<file path="config.mk">
export PLATFORM = sky130hd
export DESIGN_NAME = jt6295_slot_sched
export DESIGN_NICKNAME = d
export VERILOG_FILES = /design/src/rtl/jt6295_slot_sched.sv
export SDC_FILE = /design/constraint.sdc
export NUM_CORES = 1
export LEC_CHECK = 0
export CELL_PAD_IN_SITES_DETAIL_PLACEMENT = 0
export CELL_PAD_IN_SITES_GLOBAL_PLACEMENT = 1
export CORE_MARGIN = 5
export CORE_UTILIZATION = 31
export CTS_BUF_LIST = sky130_fd_sc_hd__clkbuf_16
export CTS_CLUSTER_SIZE = 8
export DETAILED_ROUTE_END_ITERATION = 10
export PLACE_DENSITY_LB_ADDON = 0.1
export SLEW_MARGIN = 10
export SYNTH_ARGS = -nofsm -noshare
export SYNTH_HDL_FRONTEND = slang
export SYNTH_SLANG_ARGS = --single-unit
</file>
<file path="constraint.sdc">
create_clock -name clk -period 2.1 [get_ports clk]
set_input_delay 0.315 -clock clk [delete_from_list [all_inputs] [get_ports clk]]
set_output_delay 0.315 -clock clk [all_outputs]
set_load 0.05 [all_outputs]
</file>
<file path="src/rtl/jt6295_slot_sched.sv">
// Sample/slot time-base and ADPCM ROM arbiter for the JT6295 voice datapath.
// Optional overrun counter is enabled by defining JT6295_OVRCNT_EN.
module jt6295_slot_sched #(
    parameter int DIV_HI = 165,
    parameter int DIV_LO = 132,
    parameter int AW     = 18
) (
    input  logic          clk,
    input  logic          rst,
    input  logic          cen_base,
    input  logic          ss,
    input  logic [3:0]    ch_active,
    input  logic [AW-1:0] addr_in,
    input  logic          rom_ok,
    input  logic [7:0]    rom_data,
    output logic          cen,
    output logic          cen4,
    output logic [1:0]    ch,
    output logic          rom_cs,
    output logic [AW-1:0] rom_addr,
    output logic          data_valid,
    output logic [7:0]    dout,
    output logic [3:0]    overrun,
    output logic [7:0]    ovr_cnt
);

    typedef enum logic [1:0] {IDLE = 2'd0, REQ = 2'd1, DONE = 2'd2} state_t;

    localparam logic [7:0] HI_B1   = 8'((DIV_HI * 1) / 4);
    localparam logic [7:0] HI_B2   = 8'((DIV_HI * 2) / 4);
    localparam logic [7:0] HI_B3   = 8'((DIV_HI * 3) / 4);
    localparam logic [7:0] HI_LAST = 8'(DIV_HI - 1);
    localparam logic [7:0] LO_B1   = 8'((DIV_LO * 1) / 4);
    localparam logic [7:0] LO_B2   = 8'((DIV_LO * 2) / 4);
    localparam logic [7:0] LO_B3   = 8'((DIV_LO * 3) / 4);
    localparam logic [7:0] LO_LAST = 8'(DIV_LO - 1);

    state_t        state_q, state_d;
    logic [7:0]    cnt_q, cnt_d;
    logic          div_sel_q, div_sel_d;
    logic          first_q, first_d;
    logic          cen_q, cen_d, cen4_q, cen4_d;
    logic [1:0]    ch_q, ch_d;
    logic          rom_cs_q, rom_cs_d;
    logic [AW-1:0] rom_addr_q, rom_addr_d;
    logic          data_valid_q, data_valid_d;
    logic [7:0]    dout_q, dout_d;
    logic [3:0]    overrun_q, overrun_d;
    logic          slot_start_s, abort_s;
    logic [1:0]    slot_k_s;
    logic [7:0]    b1_s, b2_s, b3_s, last_s;

    // Divider and slot boundary detection; ss only takes effect at wrap
    always_comb begin
        b1_s         = div_sel_q ? LO_B1   : HI_B1;
        b2_s         = div_sel_q ? LO_B2   : HI_B2;
        b3_s         = div_sel_q ? LO_B3   : HI_B3;
        last_s       = div_sel_q ? LO_LAST : HI_LAST;
        cnt_d        = cnt_q;
        div_sel_d    = div_sel_q;
        slot_k_s     = 2'd0;
        slot_start_s = 1'b0;
        if (cnt_q == 8'd0) begin
            slot_start_s = cen_base;
        end else if (cnt_q == b1_s) begin
            slot_start_s = cen_base;
            slot_k_s     = 2'd1;
        end else if (cnt_q == b2_s) begin
            slot_start_s = cen_base;
            slot_k_s     = 2'd2;
        end else if (cnt_q == b3_s) begin
            slot_start_s = cen_base;
            slot_k_s     = 2'd3;
        end else begin
            slot_start_s = 1'b0;
        end
        if (cen_base) begin
            if (cnt_q == last_s) begin
                cnt_d     = 8'd0;
                div_sel_d = ss;
            end else begin
                cnt_d = cnt_q + 8'd1;
            end
        end else begin
            cnt_d = cnt_q;
        end
    end

    // Slot strobes, ROM arbitration FSM and overrun tracking
    always_comb begin
        state_d      = state_q;
        first_d      = first_q;
        data_valid_d = 1'b0;
        dout_d       = dout_q;
        overrun_d    = overrun_q;
        abort_s      = 1'b0;
        cen_d        = slot_start_s && (slot_k_s == 2'd0);
        cen4_d       = slot_start_s;
        ch_d         = slot_start_s ? slot_k_s : ch_q;
        rom_addr_d   = slot_start_s ? addr_in : rom_addr_q;
        case (state_q)
            REQ: begin
                if (slot_start_s) begin
                    // abort beats a coincident rom_ok: data is dropped
                    abort_s            = 1'b1;
                    overrun_d[ch_q]    = 1'b1;
                    state_d            = IDLE;
                end else if (first_q) begin
                    first_d = 1'b0;
                end else if (rom_ok) begin
                    data_valid_d = 1'b1;
                    dout_d       = rom_data;
                    state_d      = DONE;
                end else begin
                    state_d = REQ;
                end
            end
            IDLE:    state_d = IDLE;
            DONE:    state_d = DONE;
            default: state_d = IDLE;
        endcase
        if (slot_start_s) begin
            state_d = ch_active[slot_k_s] ? REQ : IDLE;
            first_d = 1'b1;
        end else begin
            first_d = first_d;
        end
        rom_cs_d = (state_d == REQ);
    end

    // State and output registers
    always_ff @(posedge clk or posedge rst) begin
        if (rst) begin
            state_q      <= IDLE;
            cnt_q        <= 8'd0;
            div_sel_q    <= 1'b0;
            first_q      <= 1'b0;
            cen_q        <= 1'b0;
            cen4_q       <= 1'b0;
            ch_q         <= 2'd0;
            rom_cs_q     <= 1'b0;
            rom_addr_q   <= '0;
            data_valid_q <= 1'b0;
            dout_q       <= 8'd0;
            overrun_q    <= 4'd0;
        end else begin
            state_q      <= state_d;
            cnt_q        <= cnt_d;
            div_sel_q    <= div_sel_d;
            first_q      <= first_d;
            cen_q        <= cen_d;
            cen4_q       <= cen4_d;
            ch_q         <= ch_d;
            rom_cs_q     <= rom_cs_d;
            rom_addr_q   <= rom_addr_d;
            data_valid_q <= data_valid_d;
            dout_q       <= dout_d;
            overrun_q    <= overrun_d;
        end
    end

`ifdef JT6295_OVRCNT_EN
    logic [7:0] ovr_cnt_q, ovr_cnt_d;

    // Saturating abort counter
    always_comb begin
        if (abort_s && (ovr_cnt_q != 8'hFF)) begin
            ovr_cnt_d = ovr_cnt_q + 8'd1;
        end else begin
            ovr_cnt_d = ovr_cnt_q;
        end
    end

    // Abort counter register
    always_ff @(posedge clk or posedge rst) begin
        if (rst) begin
            ovr_cnt_q <= 8'd0;
        end else begin
            ovr_cnt_q <= ovr_cnt_d;
        end
    end

    assign ovr_cnt = ovr_cnt_q;
`else
    logic unused_abort_s;
    assign unused_abort_s = abort_s;
    assign ovr_cnt        = 8'd0;
`endif

    assign cen        = cen_q;
    assign cen4       = cen4_q;
    assign ch         = ch_q;
    assign rom_cs     = rom_cs_q;
    assign rom_addr   = rom_addr_q;
    assign data_valid = data_valid_q;
    assign dout       = dout_q;
    assign overrun    = overrun_q;

endmodule
</file>
==> impl_metrics.env, run 1 <==
export IMPL_initial_core_util_pct=31.6
export IMPL_sw_frac_of_total_pct=44.4
export IMPL_p_per_area_mw_per_mm2=1440
export IMPL_worst_slack_ns=0.106
export IMPL_drc=0
export IMPL_ys_seq_area_share_pct=53.0
export IMPL_synth_cells=179
export IMPL_ys_top_cells_by_area="dfrtp_1, mux2_1, mux2_4"
export IMPL_drtIter0Drc=34
export IMPL_crit_path_end_kind="flip-flop"
export IMPL_outcome="completed"
export IMPL_reg2reg_from="cnt_q[0]"
export IMPL_finalSetupViolCount=0
export IMPL_period_needed_ns=1.99
export IMPL_clock_root_buffer="clkbuf_16"
export IMPL_max_slew_margin_pct=61.1
export IMPL_finClkSkew_ns=0.00199
export IMPL_drt_pass1_iterations=4
export IMPL_grt_pass1_wl_um=8230
export IMPL_max_freq_mhz=501
export IMPL_core_area_sq_mm=0.00718
export IMPL_period_share_pct=95.0
export IMPL_synth_warnings=0
export IMPL_combPwrFrac_pct=51.2
export IMPL_seqPwrFrac_pct=32.7
export IMPL_rrSetupSlack_ns=0.11
export IMPL_finalWirelength_um=5270
export IMPL_drv_cap=0
export IMPL_pin_count=79
export IMPL_critPathRequiredTime_ns=2.27
export IMPL_clkPwrFrac_pct=16.2
export IMPL_synth_edf_count=0
export IMPL_final_cell_mix="clkdlybuf4s50_1, dfrtp_1, mux2_1, nor2_1, buf_4"
export IMPL_yosysTopAreaCell="dfrtp_1"
export IMPL_place_port_buffers=70
export IMPL_power_switching_uw=2090
export IMPL_cp_slowest_cell="nor3_4"
export IMPL_p_int_uw=2610
export IMPL_die_w_um=95.5
export IMPL_fin_setup_tns_ns=0
export IMPL_post_drt_wl_per_cell_um=14.6
export IMPL_grt_overflow=0
export IMPL_synth_async_reset_ratio_pct=100
export IMPL_netlist_cell_type_count=42
export IMPL_vias_per_cell=4.52
export IMPL_die_h_um=95.5
export IMPL_cts_hold_buffers=0
export IMPL_final_max_slew_viol_count=0
export IMPL_grt_pass1_vias=1676
export IMPL_hold_class="input port to asynchronous set/reset pin"
export IMPL_worst_path_buf_inv=0
export IMPL_final_hold_viol_count=0
export IMPL_grt_util_all_layers_pct=11.8
export IMPL_final_common_cell="clkdlybuf4s50_1"
export IMPL_r2r_cells=5
export IMPL_numCtsBuffers=5
export IMPL_synth_area_per_cell_sq_um=12.7
export IMPL_dieArea_sq_mm=0.00913
export IMPL_rsz0062_at_grt="false"
export IMPL_tightest_slew_ns=0.581
export IMPL_dpl_worst_slack_ns=0.0711
export IMPL_grt_max_degree=31
export IMPL_antenna_found_initial=0
export IMPL_cts_sinks=48
export IMPL_path_cells="ha_1 -> nand4_1 -> a21oi_4 -> nor3_4 -> mux2_4"
export IMPL_critPathMaxStageDelay_ns=0.53
export IMPL_diodes=0
export IMPL_worstPathArrival_ns=2.16
export IMPL_leakage_uw=0.00143
export IMPL_r2r_end="dout[6]"
export IMPL_htree_num_levels=2
export IMPL_dpl_hpwl_um=4020
export IMPL_synth_top_area_share_pct=53.0
export IMPL_tritoncts="built"
export IMPL_critical_path_max_fanout=9
export IMPL_path_class="flip-flop to flip-flop"
export IMPL_vias=1627
export IMPL_place_gp_congestion=0.821
export IMPL_nets=302
export IMPL_ir_drop_mv=0.583
export IMPL_drive_above_1_share_pct=14.9
export IMPL_clk_pin_slew_ns=0.06
export IMPL_std_cell_rows=31
export IMPL_synthesis_area_sq_mm=0.00227
export IMPL_synth_seq_cells=48
export IMPL_cts_max_path_buffers=2
export IMPL_synth_ff_type="dfrtp_1"
export IMPL_clock_latency_ns=0.28
export IMPL_cp_top_family="simple AND/OR/NAND/NOR gates"
export IMPL_crit_path_start_kind="flip-flop"
export IMPL_drtAntennaViolNets=0
export IMPL_syn2layout_area_growth_pct=44.1
[logic make-up (layout without fill, tap and decap cells)]
group	count (synthesis)	count (layout)	synth area share (%)
flops	48	48	53.0
simple gates	40	40	9.65
mux	29	29	15.7
buf+inv	25	100	6.45
compound gates	21	21	8.00
xor+xnor	9	9	3.81
fa+ha+maj	6	6	3.31
other cells	1	8	0.165
[synth_stat cells, drive strengths merged (2+ instances only)]
library cell / number
dfrtp: 48
a41o: 4
nand4: 6
xor2: 5
inv: 8
nand2: 6
mux2: 28
buf: 12
and3: 2
a21oi: 3
xnor2: 4
clkbuf: 4
nand3: 5
nor2: 15
o21ai: 5
nor3: 2
ha: 6
[worst register-to-register path: stages, from the launching register on]
cell and delay [ns]:
dfrtp_1 0.44, ha_1 0.27, nand4_1 0.17, a21oi_4 0.11, nor3_4 0.53, mux2_4 0.35
[sequential cells by signal, indices dropped and copies added (netlist names)]
signal	count
cen	1
cen4	1
ch	2
cnt_q	8
data_valid	1
div_sel_q	1
dout	8
first_q	1
overrun	4
rom_addr	18
rom_cs	1
state_q	2
[worst max path at each step]
stage / from / endpoint / slack, ns / cells after the start
6_report: cnt_q[0] / dout[6] / 0.11 / 5
5_1_grt: cnt_q[0] / dout[6] / 0.005 / 6
3_5_place_dp: cen_base / dout[5] / 0.07 / 5
3_3_place_gp: cnt_q[2] / rom_addr[8] / 0.08 / 6
4_1_cts: cnt_q[2] / rom_addr[13] / 0.07 / 6
2_1_floorplan: cnt_q[0] / dout[0] / 0.10 / 7
[power by group through the flow]
stage | clock, uW | sequential, uW | combinational [uW]
after floorplan | 0 | 2440 | 692
after CTS | 793 | 1540 | 2440
final | 760 | 1540 | 2410
after detailed placement | 0 | 1550 | 2430
after global routing | 834 | 1600 | 2540
after global placement | 0 | 1550 | 2430
[stage by stage]
stage	util, %	total power (uW)	hold WS (ns)	cell area (sq um)	std cells
6_report	45.6	4700	0.343	3270	360
5_1_grt	45.6	4970	0.388	3270	360
4_1_cts	45.5	4770	0.355	3270	360
3_5_place_dp	43.6	3980	0.462	3130	353
3_3_place_gp	43.6	3980	0.460	3130	353
2_1_floorplan	-	3130	0.450	2290	186
[final cells by class]
class / count / area [sq um]
inverters: 9 / 38.8
fillers: 676 / 3910
multi-input cells: 113 / 950
flip-flops and latches: 48 / 1200
clock buffers: 5 / 125
well taps: 99 / 124
repair buffers: 84 / 818
clock inverters: 2 / 12.5
[routing by layer]
metal	global-route usage [%]	share of wire [%]
met2	20.3	51
met5	0	0
met4	4.74	1.4
met3	2.84	5.9
met1	14.0	42
[what timing repair did]
action	CTS	global route
buffers inserted	0	0
endpoints found under the setup margin	0	21
resized for setup	0	1
endpoints found under the hold margin	0	0
Power figures use the tool's default switching activity.
==> run 2: changes to the inputs <==
--- a/config.mk
+++ b/config.mk
@@ -8,11 +8,13 @@
 export CELL_PAD_IN_SITES_DETAIL_PLACEMENT = 0
 export CELL_PAD_IN_SITES_GLOBAL_PLACEMENT = 1
 export CORE_MARGIN = 5
-export CORE_UTILIZATION = 31
+export CORE_UTILIZATION = 44
 export CTS_BUF_LIST = sky130_fd_sc_hd__clkbuf_16
 export CTS_CLUSTER_SIZE = 8
 export DETAILED_ROUTE_END_ITERATION = 10
+export DONT_BUFFER_PORTS = 1
 export PLACE_DENSITY_LB_ADDON = 0.1
+export REMOVE_ABC_BUFFERS = 1
 export SLEW_MARGIN = 10
 export SYNTH_ARGS = -nofsm -noshare
 export SYNTH_HDL_FRONTEND = slang
==> run 2 against run 1 <==
Compared with the run above:
- cell count decreased by 29%
- first-iteration DRC count increased by 8.8%
- cell area decreased by 23%
- hold slack got worse by 0.21 ns
- via count decreased by 17%
- global-route usage increased by 1.8 points
- wire length decreased by 15%
- power decreased by 11%
- utilization increased by 4.5 points
- largest cell class unchanged
- highest routed layer unchanged
==> impl_metrics.env, run 2 (synthesis gave the netlist of run 1 again) <==
export IMPL_vias_per_cell=5.31
export IMPL_final_max_slew_viol_count=0
export IMPL_drive_above_1_share_pct=19.5
export IMPL_outcome="completed"
export IMPL_cts_sinks=48
export IMPL_crit_path_end_kind="flip-flop"
export IMPL_grt_pass1_wl_um=6880
export IMPL_final_util_pct=50.1
export IMPL_std_cell_rows=26
export IMPL_drtIter0Drc=37
export IMPL_place_gp_congestion=0.740
export IMPL_die_w_um=81.8
export IMPL_final_cell_mix="dfrtp_1, mux2_1, nor2_1"
export IMPL_drt_pass1_iterations=4
export IMPL_htree_num_levels=2
export IMPL_cp_slowest_cell="dfrtp_2"
export IMPL_syn2layout_area_growth_pct=11.3
export IMPL_finalWirelength_um=4480
export IMPL_finalPower_uw=4190
export IMPL_worstPathArrival_ns=2.10
export IMPL_path_cells="inv_1 -> ha_1 -> nand4_1 -> a21oi_4 -> nor2_4 -> clkinv_4 -> mux2_1"
export IMPL_rsz0062_at_grt="false"
export IMPL_drv_cap=0
export IMPL_dpl_worst_slack_ns=-0.0150
export IMPL_finalSetupViolCount=0
export IMPL_tightest_slew_ns=0.965
export IMPL_grt_max_degree=49
export IMPL_clk_pin_slew_ns=0.06
export IMPL_drtAntennaViolNets=0
export IMPL_placed_area_sq_mm=0.00231
export IMPL_final_common_cell="dfrtp_1"
export IMPL_post_drt_wl_per_cell_um=17.6
export IMPL_clock_root_buffer="clkbuf_16"
export IMPL_die_h_um=81.8
export IMPL_fin_setup_tns_ns=0
export IMPL_grt_pass1_vias=1434
export IMPL_antenna_found_initial=0
export IMPL_critPathMaxStageDelay_ns=0.47
export IMPL_cts_max_path_buffers=2
export IMPL_place_port_buffers=0
export IMPL_ir_drop_mv=0.523
export IMPL_pin_count=79
export IMPL_critPathRequiredTime_ns=2.26
export IMPL_largest_register_ff_count=18
export IMPL_dpl_hpwl_um=3410
export IMPL_r2r_cells=7
export IMPL_tritoncts="built"
export IMPL_dieArea_sq_mm=0.00669
export IMPL_finClkSkew_ns=0.00317
export IMPL_worst_slack_ns=0.162
export IMPL_crit_path_start_kind="flip-flop"
export IMPL_p_per_area_mw_per_mm2=1660
export IMPL_stdcell_area_sq_mm=0.00252
export IMPL_path_class="flip-flop to flip-flop"
export IMPL_clock_latency_ns=0.28
export IMPL_vias=1354
export IMPL_cts_hold_buffers=0
export IMPL_core_area_sq_mm=0.00504
export IMPL_leakage_uw=0.00115
export IMPL_drc=0
export IMPL_diodes=0
export IMPL_max_slew_margin_pct=35.6
export IMPL_critical_path_max_fanout=25
export IMPL_initial_core_util_pct=45.0
export IMPL_grt_overflow=0
export IMPL_register_area_sq_mm=0.00120
export IMPL_max_freq_mhz=516
export IMPL_hold_class="input port to asynchronous set/reset pin"
export IMPL_final_hold_viol_count=0
export IMPL_multiInputGateArea_sq_um=952
export IMPL_fillCellCount=453
export IMPL_period_needed_ns=1.94
export IMPL_grt_util_all_layers_pct=13.6
export IMPL_nets=225
export IMPL_numCtsBuffers=5
export IMPL_period_share_pct=92.3
-- run 2: final timing paths --
| check | start | to | slack [ns] |
|---|---|---|---|
| worst max-delay path | cnt_q[1] | rom_addr[15] | 0.16 |
| max in group asynchronous | rst | cnt_q[0] | 1.31 |
| min in group clk | ss | div_sel_q | 0.17 |
| worst min-delay path | rst | rom_addr[17] | 0.14 |
| worst min register to register | cnt_q[6] | cnt_q[6] | 0.59 |
| worst max register to register | cnt_q[1] | rom_addr[15] | 0.16 |
-- run 2: timing repair --
| action | 4_1_cts | 5_1_grt |
|---|---|---|
| resized for setup | 0 | 5 |
| setup buffers | 0 | 2 |
| setup endpoints to repair | 8 | 27 |
| pin swaps | 1 | 3 |
-- run 2: metrics by stage --
stage / hold WS [ns] / std cells
3_5_place_dp: 0.455 / 245
6_report: 0.137 / 255
2_1_floorplan: 0.450 / 170
5_1_grt: 0.159 / 255
3_3_place_gp: 0.451 / 245
4_1_cts: 0.163 / 253
-- run 2: area by class of cell --
cell class              count  share of cell area (%)
flip-flops and latches     48                    47.7
clock buffers               5                    4.96
clock inverters             3                    1.54
multi-input cells         113                    37.7
inverters                   9                    1.54
repair buffers              7                    3.07
well taps                  70                    3.47
-- run 2: where the power goes --
group / total, uW / switching, uW / internal [uW] / leakage (uW)
Sequential: 2550 / 1300 / 1260 / 0.000607
Combinational: 764 / 376 / 388 / 0.000456
Clock: 868 / 314 / 555 / 0.0000850
Total: 4190 / 1990 / 2200 / 0.00115
-- run 2: critical path: cells and delay by family, from the launching register on --
family	cells	cell delay, ns
AOI/OAI and AO/OA	1	0.29
adders and majority gates	1	0.16
DFF	1	0.47
muxes	1	0.36
and+or+nand+nor	2	0.25
buffers and inverters	2	0.28
-- run 2: layer usage --
layer / part of all wire [%] / wire length (um) / vias up / GRT usage (%)
li1: - / - / 622 / -
met1: 37 / 1670 / 670 / 14.6
met2: 48 / 2170 / 56 / 22.8
met3: 13 / 596 / 6 / 7.68
met4: 1.1 / 49 / 0 / 3.99
met5: 0 / 0 / - / 0
==> run 3: changes to the inputs <==
--- a/config.mk
+++ b/config.mk
@@ -8,7 +8,7 @@
 export CELL_PAD_IN_SITES_DETAIL_PLACEMENT = 0
 export CELL_PAD_IN_SITES_GLOBAL_PLACEMENT = 1
 export CORE_MARGIN = 5
-export CORE_UTILIZATION = 44
+export CORE_UTILIZATION = 52
 export CTS_BUF_LIST = sky130_fd_sc_hd__clkbuf_16
 export CTS_CLUSTER_SIZE = 8
 export DETAILED_ROUTE_END_ITERATION = 10
==> constraint.sdc (replaced) <==
create_clock -name clk -period 2.47 [get_ports clk]
set_input_delay 0.3705 -clock clk [delete_from_list [all_inputs] [get_ports clk]]
set_output_delay 0.3705 -clock clk [all_outputs]
set_load 0.05 [all_outputs]
==> run 3 against run 2 <==
Compared with the run above:
- global-route usage up 1.4 points
- worst setup slack better by 0.20 ns
- die area down 14%
- count of clock-buffer cells in the layout unchanged
- first-iteration DRC count up 110%
- register-to-register slack better by 0.20 ns
- cell area down 4.9%
- critical path depth down 1
- clock skew up 0.0016 ns
- critical path type unchanged
==> impl_metrics.env, run 3 (synthesis gave the netlist of run 1 again) <==
export IMPL_critPathMaxStageDelay_ns=0.51
export IMPL_stdcell_area_sq_mm=0.00240
export IMPL_placed_area_sq_mm=0.00226
export IMPL_ir_drop_mv=0.471
export IMPL_worstPathArrival_ns=2.27
export IMPL_diodes=0
export IMPL_drtAntennaViolNets=0
export IMPL_dpl_hpwl_um=3170
export IMPL_rsz0062_at_grt="false"
export IMPL_finClkSkew_ns=0.00480
export IMPL_cts_hold_buffers=0
export IMPL_p_per_area_mw_per_mm2=1420
export IMPL_worst_slack_ns=0.361
export IMPL_clk_pin_slew_ns=0.06
export IMPL_vias_per_cell=5.60
export IMPL_drt_pass1_iterations=4
export IMPL_tightest_slew_ns=0.958
export IMPL_crit_path_end_kind="flip-flop"
export IMPL_hold_class="input port to asynchronous set/reset pin"
export IMPL_drive_above_1_share_pct=14.0
export IMPL_multiInputGateArea_sq_um=947
export IMPL_core_area_sq_mm=0.00429
export IMPL_numCtsBuffers=5
export IMPL_initial_core_util_pct=52.8
export IMPL_syn2layout_area_growth_pct=5.90
export IMPL_r2r_cells=6
export IMPL_post_drt_wl_per_cell_um=18.1
export IMPL_place_inst=223
export IMPL_drc=0
export IMPL_reg2reg_from="cnt_q[0]"
export IMPL_cts_resized=0
export IMPL_fin_setup_tns_ns=0
export IMPL_place_port_buffers=0
export IMPL_critPathRequiredTime_ns=2.63
export IMPL_nets=219
export IMPL_pin_count=79
export IMPL_period_share_pct=85.4
export IMPL_rrSetupSlack_ns=0.36
export IMPL_finalWirelength_um=4180
export IMPL_tritoncts="built"
export IMPL_drtIter0Drc=79
export IMPL_final_cell_mix="dfrtp_1, mux2_1, nor2_1, mux2_4, conb_1"
export IMPL_dieArea_sq_mm=0.00578
export IMPL_die_w_um=76.1
export IMPL_htree_num_levels=2
export IMPL_finalSetupViolCount=0
export IMPL_cts_sinks=48
export IMPL_critical_path_max_fanout=25
export IMPL_r2r_end="rom_addr[9]"
export IMPL_hold_worst_slack_ns=0.179
export IMPL_final_hold_viol_count=0
export IMPL_die_h_um=76.1
export IMPL_crit_path_start_kind="flip-flop"
export IMPL_max_slew_margin_pct=36.1
export IMPL_layoutNonFillerInstCount=231
export IMPL_cts_max_path_buffers=2
export IMPL_grt_pass1_wl_um=7080
export IMPL_std_cell_rows=24
export IMPL_outcome="completed"
export IMPL_period_needed_ns=2.11
export IMPL_leakage_uw=0.00110
export IMPL_grt_util_all_layers_pct=15.0
export IMPL_largest_register_ff_count=18
export IMPL_crit_start="cnt_q[0]"
export IMPL_final_common_cell="dfrtp_1"
export IMPL_grt_overflow=0
export IMPL_antenna_found_initial=0
export IMPL_clock_root_buffer="clkbuf_16"
export IMPL_final_max_slew_viol_count=0
export IMPL_path_class="flip-flop to flip-flop"
export IMPL_fillCellCount=376
export IMPL_register_area_sq_mm=0.00120
export IMPL_cp_endpoint="rom_addr[9]"
export IMPL_vias=1294
export IMPL_place_gp_congestion=0.844
export IMPL_clock_latency_ns=0.28
export IMPL_grt_max_degree=49
export IMPL_post_cts_buffers=0
export IMPL_dpl_worst_slack_ns=0.370
export IMPL_cp_slowest_cell="dfrtp_1"
export IMPL_grt_pass1_vias=1363
export IMPL_max_freq_mhz=474
export IMPL_path_cells="ha_1 -> nand4_1 -> a21oi_4 -> nor2_4 -> clkinv_4 -> mux2_1"
export IMPL_drv_cap=0
run 3: changes by cell type in the layout (fill, tap and decap cells not counted):
cell	delta
inv_1	-1
buf_12	-2
ha_1	+1
bufinv_16	-1
dfrtp_1	+3
nor2_2	-1
nor2_1	+1
inv_6	+1
dfrtp_2	-3
buf_4	-4
clkinv_1	+1
ha_2	-1
run 3: power by group:
group	internal, uW	switching (uW)	total [uW]
Combinational	299	292	591
Sequential	1060	1120	2180
Clock	373	272	645
Total	1740	1680	3420
run 3: how the worst min path moves through the flow:
stage                      startpoint      endpoint  slack [ns]
after detailed placement           ss     div_sel_q        0.51
after global placement            rst  rom_addr[15]        0.51
after CTS                          ss     div_sel_q        0.21
after floorplan                    ss     div_sel_q        0.51
final                             rst  rom_addr[15]        0.18
after global routing      addr_in[17]  rom_addr[17]        0.21
run 3: metal layers:
layer | global-route usage (%) | wire (um) | vias up
met5 | 0 | 0 | -
met1 | 16.7 | 1550 | 626
met2 | 25.9 | 2160 | 53
met4 | 5.24 | 51 | 0
li1 | - | - | 607
met3 | 6.15 | 410 | 8
run 3: area by class of cell:
class	instances	area share (%)
well taps	52	2.71
clock inverters	3	0.729
flip-flops and latches	48	50.0
clock buffers	5	5.21
multi-input cells	113	39.4
repair buffers	1	0.313
inverters	9	1.61
run 3: stage by stage:
stage,total power (uW),util (%)
after CTS,3460,55.9
after global placement,2760,52.6
after floorplan,2630,-
after global routing,3620,55.9
after detailed placement,2800,52.6
final,3420,55.9
run 3: critical path: cells and delay by family, from the launching register on:
family,cells,cell delay [ns]
mux,1,0.35
fa+ha+maj,1,0.33
buf+inv,1,0.18
simple gates,2,0.30
compound gates,1,0.31
flops,1,0.51
